### config.mk
export PLATFORM = sky130hd
export DESIGN_NAME = uart_rx_oversampled
export DESIGN_NICKNAME = d
export VERILOG_FILES = /design/src/rtl/uart_rx_oversampled.sv
export SDC_FILE = /design/constraint.sdc
export NUM_CORES = 1
export LEC_CHECK = 0
export ABC_CLOCK_PERIOD_IN_PS = 4200
export CAP_MARGIN = 20
export CORE_ASPECT_RATIO = 0.6
export CORE_MARGIN = 1.5
export CORE_UTILIZATION = 57
export CTS_CLUSTER_DIAMETER = 200
export CTS_CLUSTER_SIZE = 10
export DETAILED_ROUTE_END_ITERATION = 10
export PLACE_DENSITY = 0.81
export SLEW_MARGIN = 15
export SYNTH_ARGS = -nofsm -noshare
export SYNTH_HDL_FRONTEND = slang
export SYNTH_SLANG_ARGS = --single-unit
### constraint.sdc
create_clock -name clk -period 4.2 [get_ports clk]
set_clock_uncertainty 0.2 [all_clocks]
set_input_delay 0.84 -clock clk [delete_from_list [all_inputs] [get_ports clk]]
set_output_delay 0.84 -clock clk [all_outputs]
set_load 0.1 [all_outputs]
### src/rtl/uart_rx_oversampled.sv
// rtl/uart_rx_oversampled.sv - 16x oversampled UART receiver with one-entry output register
// Frames are timed in s_tick units; data bits are sampled at their centres, LSB first.
module uart_rx_oversampled #(
  parameter int DATA_BITS  = 8,
  parameter int STOP_TICKS = 16
) (
  input  logic                 clk,
  input  logic                 reset,
  input  logic                 s_tick,
  input  logic                 rx,
  input  logic                 rd,
  output logic [DATA_BITS-1:0] dout,
  output logic                 rx_valid,
  output logic                 frame_err,
  output logic                 overrun
);

  localparam int S_W = (STOP_TICKS > 16) ? 5 : 4;
  localparam int N_W = (DATA_BITS > 1) ? $clog2(DATA_BITS) : 1;

  localparam logic [S_W-1:0] S_START_MID = S_W'(7);
  localparam logic [S_W-1:0] S_BIT_END   = S_W'(15);
  localparam logic [S_W-1:0] S_STOP_END  = S_W'(STOP_TICKS - 1);
  localparam logic [N_W-1:0] N_LAST      = N_W'(DATA_BITS - 1);

  typedef enum logic [1:0] {
    ST_IDLE,
    ST_START,
    ST_DATA,
    ST_STOP
  } state_e;

  state_e               state_q, state_d;
  logic [S_W-1:0]       s_q, s_d;
  logic [N_W-1:0]       n_q, n_d;
  logic [DATA_BITS-1:0] shreg_q, shreg_d;
  logic                 rx_meta_q, rx_s_q;

  logic [DATA_BITS-1:0] dout_q, dout_d;
  logic                 rx_valid_q, rx_valid_d;
  logic                 frame_err_q, frame_err_d;
  logic                 overrun_q, overrun_d;
  logic                 frame_done;

  // Two-flop synchroniser; resets to the idle (high) line level.
  always_ff @(posedge clk) begin
    if (!reset) begin
      rx_meta_q <= 1'b1;
      rx_s_q    <= 1'b1;
    end else begin
      rx_meta_q <= rx;
      rx_s_q    <= rx_meta_q;
    end
  end

  always_ff @(posedge clk) begin
    if (!reset) begin
      state_q     <= ST_IDLE;
      s_q         <= '0;
      n_q         <= '0;
      shreg_q     <= '0;
      dout_q      <= '0;
      rx_valid_q  <= 1'b0;
      frame_err_q <= 1'b0;
      overrun_q   <= 1'b0;
    end else begin
      state_q     <= state_d;
      s_q         <= s_d;
      n_q         <= n_d;
      shreg_q     <= shreg_d;
      dout_q      <= dout_d;
      rx_valid_q  <= rx_valid_d;
      frame_err_q <= frame_err_d;
      overrun_q   <= overrun_d;
    end
  end

  always_comb begin
    state_d    = state_q;
    s_d        = s_q;
    n_d        = n_q;
    shreg_d    = shreg_q;
    frame_done = 1'b0;

    unique case (state_q)
      // Start detection is deliberately not tick-gated to minimise sampling skew.
      ST_IDLE: begin
        if (!rx_s_q) begin
          state_d = ST_START;
          s_d     = '0;
        end
      end
      ST_START: begin
        if (s_tick) begin
          if (s_q == S_START_MID) begin
            if (!rx_s_q) begin
              state_d = ST_DATA;
              s_d     = '0;
              n_d     = '0;
            end else begin
              state_d = ST_IDLE;
            end
          end else begin
            s_d = s_q + S_W'(1);
          end
        end
      end
      ST_DATA: begin
        if (s_tick) begin
          if (s_q == S_BIT_END) begin
            s_d     = '0;
            shreg_d = {rx_s_q, shreg_q[DATA_BITS-1:1]};
            if (n_q == N_LAST) begin
              state_d = ST_STOP;
            end else begin
              n_d = n_q + N_W'(1);
            end
          end else begin
            s_d = s_q + S_W'(1);
          end
        end
      end
      ST_STOP: begin
        if (s_tick) begin
          if (s_q == S_STOP_END) begin
            frame_done = 1'b1;
            state_d    = ST_IDLE;
          end else begin
            s_d = s_q + S_W'(1);
          end
        end
      end
      default: state_d = ST_IDLE;
    endcase
  end

  // A read landing on the completion cycle consumes the old word, so no overrun.
  always_comb begin
    dout_d      = dout_q;
    rx_valid_d  = rx_valid_q;
    frame_err_d = frame_err_q;
    overrun_d   = overrun_q;
    if (frame_done) begin
      dout_d      = shreg_q;
      rx_valid_d  = 1'b1;
      frame_err_d = ~rx_s_q;
      overrun_d   = rx_valid_q & ~rd;
    end else if (rd && rx_valid_q) begin
      rx_valid_d = 1'b0;
      overrun_d  = 1'b0;
    end
  end

  assign dout      = dout_q;
  assign rx_valid  = rx_valid_q;
  assign frame_err = frame_err_q;
  assign overrun   = overrun_q;

endmodule
# Word level (Yosys, flattened, before mapping)
# Cells that the tools add are included.
# op_classes
n_addsub	2
n_eq_ne	17
mux	31
bitwise	3
n_reduce_logical	8
# ops
cell	n
2-to-1 mux 4 bit	7
!= test 2 bit, second input constant	11
2-to-1 mux 2 bit	9
2-to-1 mux 3 bit	6
case mux 4 bit (4 select lines)	1
case mux 2 bit (4 select lines)	1
AND reduction 8 bit	1
AND reduction 7 bit	1
2-to-1 mux 1 bit	6
case mux 3 bit (2 select lines)	1
adder 4 x 1 -> 4 bit, second input constant	1
equality test 2 bit, second input constant	2
equality test 4 x 3 -> 1 bit, second input constant	1
equality test 4 bit, second input constant	1
AND reduction 4 bit	1
nonzero test 2 bit	2
adder 3 x 1 -> 3 bit, second input constant	1
equality test 3 bit, second input constant	1
AND reduction 3 bit	1
equality test 2 x 1 -> 1 bit, second input constant	1
logical NOT 2 bit	1
inverter 1 bit	2
AND 1 bit	1
logical AND 1 bit	1
# totals
regBits	30
output_inout_bits	11
word_cells	71

# Logic depth before layout (Yosys ltp)
# logic_depth
depth_word	5
mapped_depth	6

# Least setup slack after synthesis
# OpenSTA, ideal clock, no wires.
# synth_path
path_type	input-to-reg
startpoint	input s_tick
endpoint	register s_q[3]
setup_ps	83
arrival_ps	2132
setup_slack_ps	1786
path_stages	5
n_path_buf	1
cell_sequence	buf_2 -> inv_1 -> or4_4 -> or4_1 -> o221ai_1
# synth_between
elab_chain_len	2
elab_cells_between_ends	4
cone_classes	eq/ne (3); reduce/logical (1)
# synth_rtl
element	line	source
start: declaration	9	input logic s_tick,
!= test 2 bit (no line)	-	
AND reduction 4 bit (no line) (*)	-	
end signal: assignment	59	s_q <= '0;
end signal: assignment	68	s_q <= s_d;
end: declaration	34	logic [S_W-1:0] s_q, s_d;
# Mark *: on every way between the ends. The rest lies on a longest branch, timed or not.
# A chain may end at the register's enable or synchronous reset.

# Worst setup path after layout
# layout_path
startpoint	register rx_valid_q (netlist: rx_valid)
endpoint	output rx_valid
# layout_rtl
element	line	source
start: declaration	40	logic rx_valid_q, rx_valid_d;
start signal: assignment	72	rx_valid_q <= rx_valid_d;
end: declaration	13	output logic rx_valid,
# No word-level cell between the ends.

==> flow_summary_export.csv <==
group,metric,value,unit
run_status,status,"finished clean",
clock_network,cts.hold.buffers_added,0,
clock_network,cts_max_level,2,
clock_network,postCtsSetupBuffers,0,
setup_path,crit_fanout,4,
sta,maxSlewViolCount,0,
yosys,synth_top_cell_by_area,"dfxtp_1",
pwr,finalPower,542,uW
grt,grt_pass1_vias,943,
yosys,synthCells,149,
sta,grt_setup_unrepaired,"false",
yosys,syn-num-nets,157,
clock_network,root_buffer,"clkbuf_8",
grt,antenna_found_initial,0,
run,drv_cap,0,
yosys,synthArstFlopShare,0,%
yosys,yosysWarnings,0,
place,io_buffers,15,
grt,grt_max_degree,30,
floorplan,num_rows,13,
cells_and_area,drive_gt1_share,7.27,%
sta,max_freq,354,MHz
yosys,ys_types,33,
pwr,ir_drop,0.000270,V
cells_and_area,fillers,168,
sta,hold_viol_final,0,
setup_path,path_class,"flop to output port",
yosys,synthFlopType,"dfxtp_1",
setup_path,startpoint_type,"flop",
setup_path,required,3.16,ns
detailed_routing,detail-route-antenna-nets,0,
detailed_routing,finalWirelength,2560,um
place,place_area,1460,um2
floorplan,initial_core_util,60.3,%
clock_network,cts_buffers,5,
detailed_routing,num_vias,1057,
pwr,power.density,348,nW/um2
yosys,syn-cell-area,1310,um2
setup_path,slowest_delay,1.15,ns
detailed_routing,dr.pass1.iters,4,
place,dp_hpwl,1750,um
setup_path,critPathTopFamily,"buffers and inverters",
floorplan,dieArea,2600,um2
grt,grt_pass1_wl,4190,um
sta,fin_tns_setup,0,ns
yosys,synth.area.top_cells,"dfxtp_1 46%, nand2_1 7.8%, mux2i_1 7.7%",
yosys,ys_ff_latch,30,
clock_network,ctsResizeCount,0,
sta,slew_headroom,35.2,%
floorplan,die-height,40.1,um
detailed_routing,route.detailed.drc,0,
floorplan,io_pins,16,
detailed_routing,first_iter_violations,64,
clock_network,cts_tree,"built",
floorplan,core_area,2160,um2
setup_path,worstPathArrival,1.79,ns
detailed_routing,via_per_inst,5.42,
yosys,yosys-top-cells-count,"30 x dfxtp_1, 27 x nand2_1, 11 x a21oi_1",
place,place.gp.congestion,0.955,
setup_path,slowest_stage,"clkdlybuf4s50_1",
cells_and_area,nets,172,
clock_network,cts_buffer_depth,2,
floorplan,die_x,64.8,um
clock_network,worstSkewPairLatency,0.27,ns
sta,finalSetupViolations,0,
yosys,synth_top_area_share,46.0,%
setup_path,endpoint_kind,"output port",
grt,grt_overflow,0,
grt,grt_util_all_layers,22.2,%
yosys,synth_edf_count,0,
sta,period_needed,2.83,ns
yosys,yosysMostFrequentCell,"dfxtp_1",
clock_network,clock_sinks,30,
sta,worstMarginPinSlew,0.968,ns
detailed_routing,wl_per_cell,13.1,um
cells_and_area,syn2layout_area_growth,19.2,%
cells_and_area,final_cells,195,
yosys,avgSynthCellArea,8.76,um2
place,place_inst,187,
setup_path,path_buf_inv,1,
cells_and_area,fin_area,1560,um2
setup_path,crit_chain,"clkdlybuf4s50_1",
clock_network,clk_pin_slew,0.06,ns
pwr,leakagePower,0.546,nW
sta,holdWs,0.224,ns
cells_and_area,n_antenna_cell,0,
yosys,synth_seq_area_share,46.0,%
hold_path,hold_class,"flop to flop",
sta,period_share,67.3,%
## final timing paths
| kind | end | cells past startpoint | slack (ns) | start |
|---|---|---|---|---|
| setup / recovery | rx_valid | 1 | 1.37 | rx_valid |
| hold / removal | rx_s_q | 1 | 0.22 | rx_meta_q |
| setup reg to reg | s_q[3] | 5 | 1.94 | s_q[0] |
| hold reg to reg | rx_s_q | 1 | 0.22 | rx_meta_q |
## stage by stage
step	util (%)	setup slack, ns
2_1_floorplan	-	1.79
3_5_place_dp	67.7	1.17
3_3_place_gp	67.7	1.24
4_1_cts	71.9	1.36
6_report	71.9	1.37
5_1_grt	71.9	1.34
## kinds of logic after synthesis
| logic type | count (synthesis) | synth area share (%) |
|---|---|---|
| adders and majority gates | 3 | 2.88 |
| buffers and inverters | 14 | 5.08 |
| AOI/OAI and AO/OA | 31 | 14.3 |
| and+or+nand+nor | 60 | 23.4 |
| DFF | 30 | 46.0 |
| muxes | 10 | 7.67 |
| xor gates and xnor gates | 1 | 0.671 |
## flip-flops by register name, summed over array words and instances, names as in the netlist, named ones only
| register | flops |
|---|---|
| state_q | 1 |
| shreg_q | 8 |
| rx_s_q | 1 |
| dout | 8 |
| rx_valid | 1 |
| rx_meta_q | 1 |
| n_q | 3 |
| frame_err | 1 |
| overrun | 1 |
| s_q | 4 |
## where the power goes
group,internal [mW],switching (mW),leakage (nW)
registers,0.286,0.00242,0.242
logic,0.00901,0.0108,0.256
clock network,0.132,0.101,0.0482
## metal layers
metal	GRT usage (%)	vias up	routed length, um
li1	-	544	-
met1	30.2	475	1280
met2	34.3	36	1110
met3	7.58	2	162
met4	6.38	0	8
met5	0	-	0
## placed cells by master (no fill, tap or decap), types with 2 or more instances in the layout
master and instances:
a21oi_1 11, nand3_1 3, nand4_1 3, dfxtp_1 30, inv_1 4, nand2b_1 4
buf_4 3, mux2i_1 10, nor2b_1 7, o22ai_1 2, clkbuf_8 6, nor3_1 2
nand2_1 27, o21ai_0 9, ha_1 3, a21boi_0 3, nor2_1 6, clkdlybuf4s50_1 15
## area by class of cell
type | instances | area [um2] | area share [%]
clock buffers | 7 | 86.3 | 5.55
clock inverters | 1 | 5.00 | 0.322
inverters | 4 | 15.0 | 0.965
multi-input cells | 105 | 638 | 41.0
flip-flops and latches | 30 | 601 | 38.6
well taps | 30 | 37.5 | 2.41
repair buffers | 18 | 173 | 11.1
(Power assumes the default switching activity.)
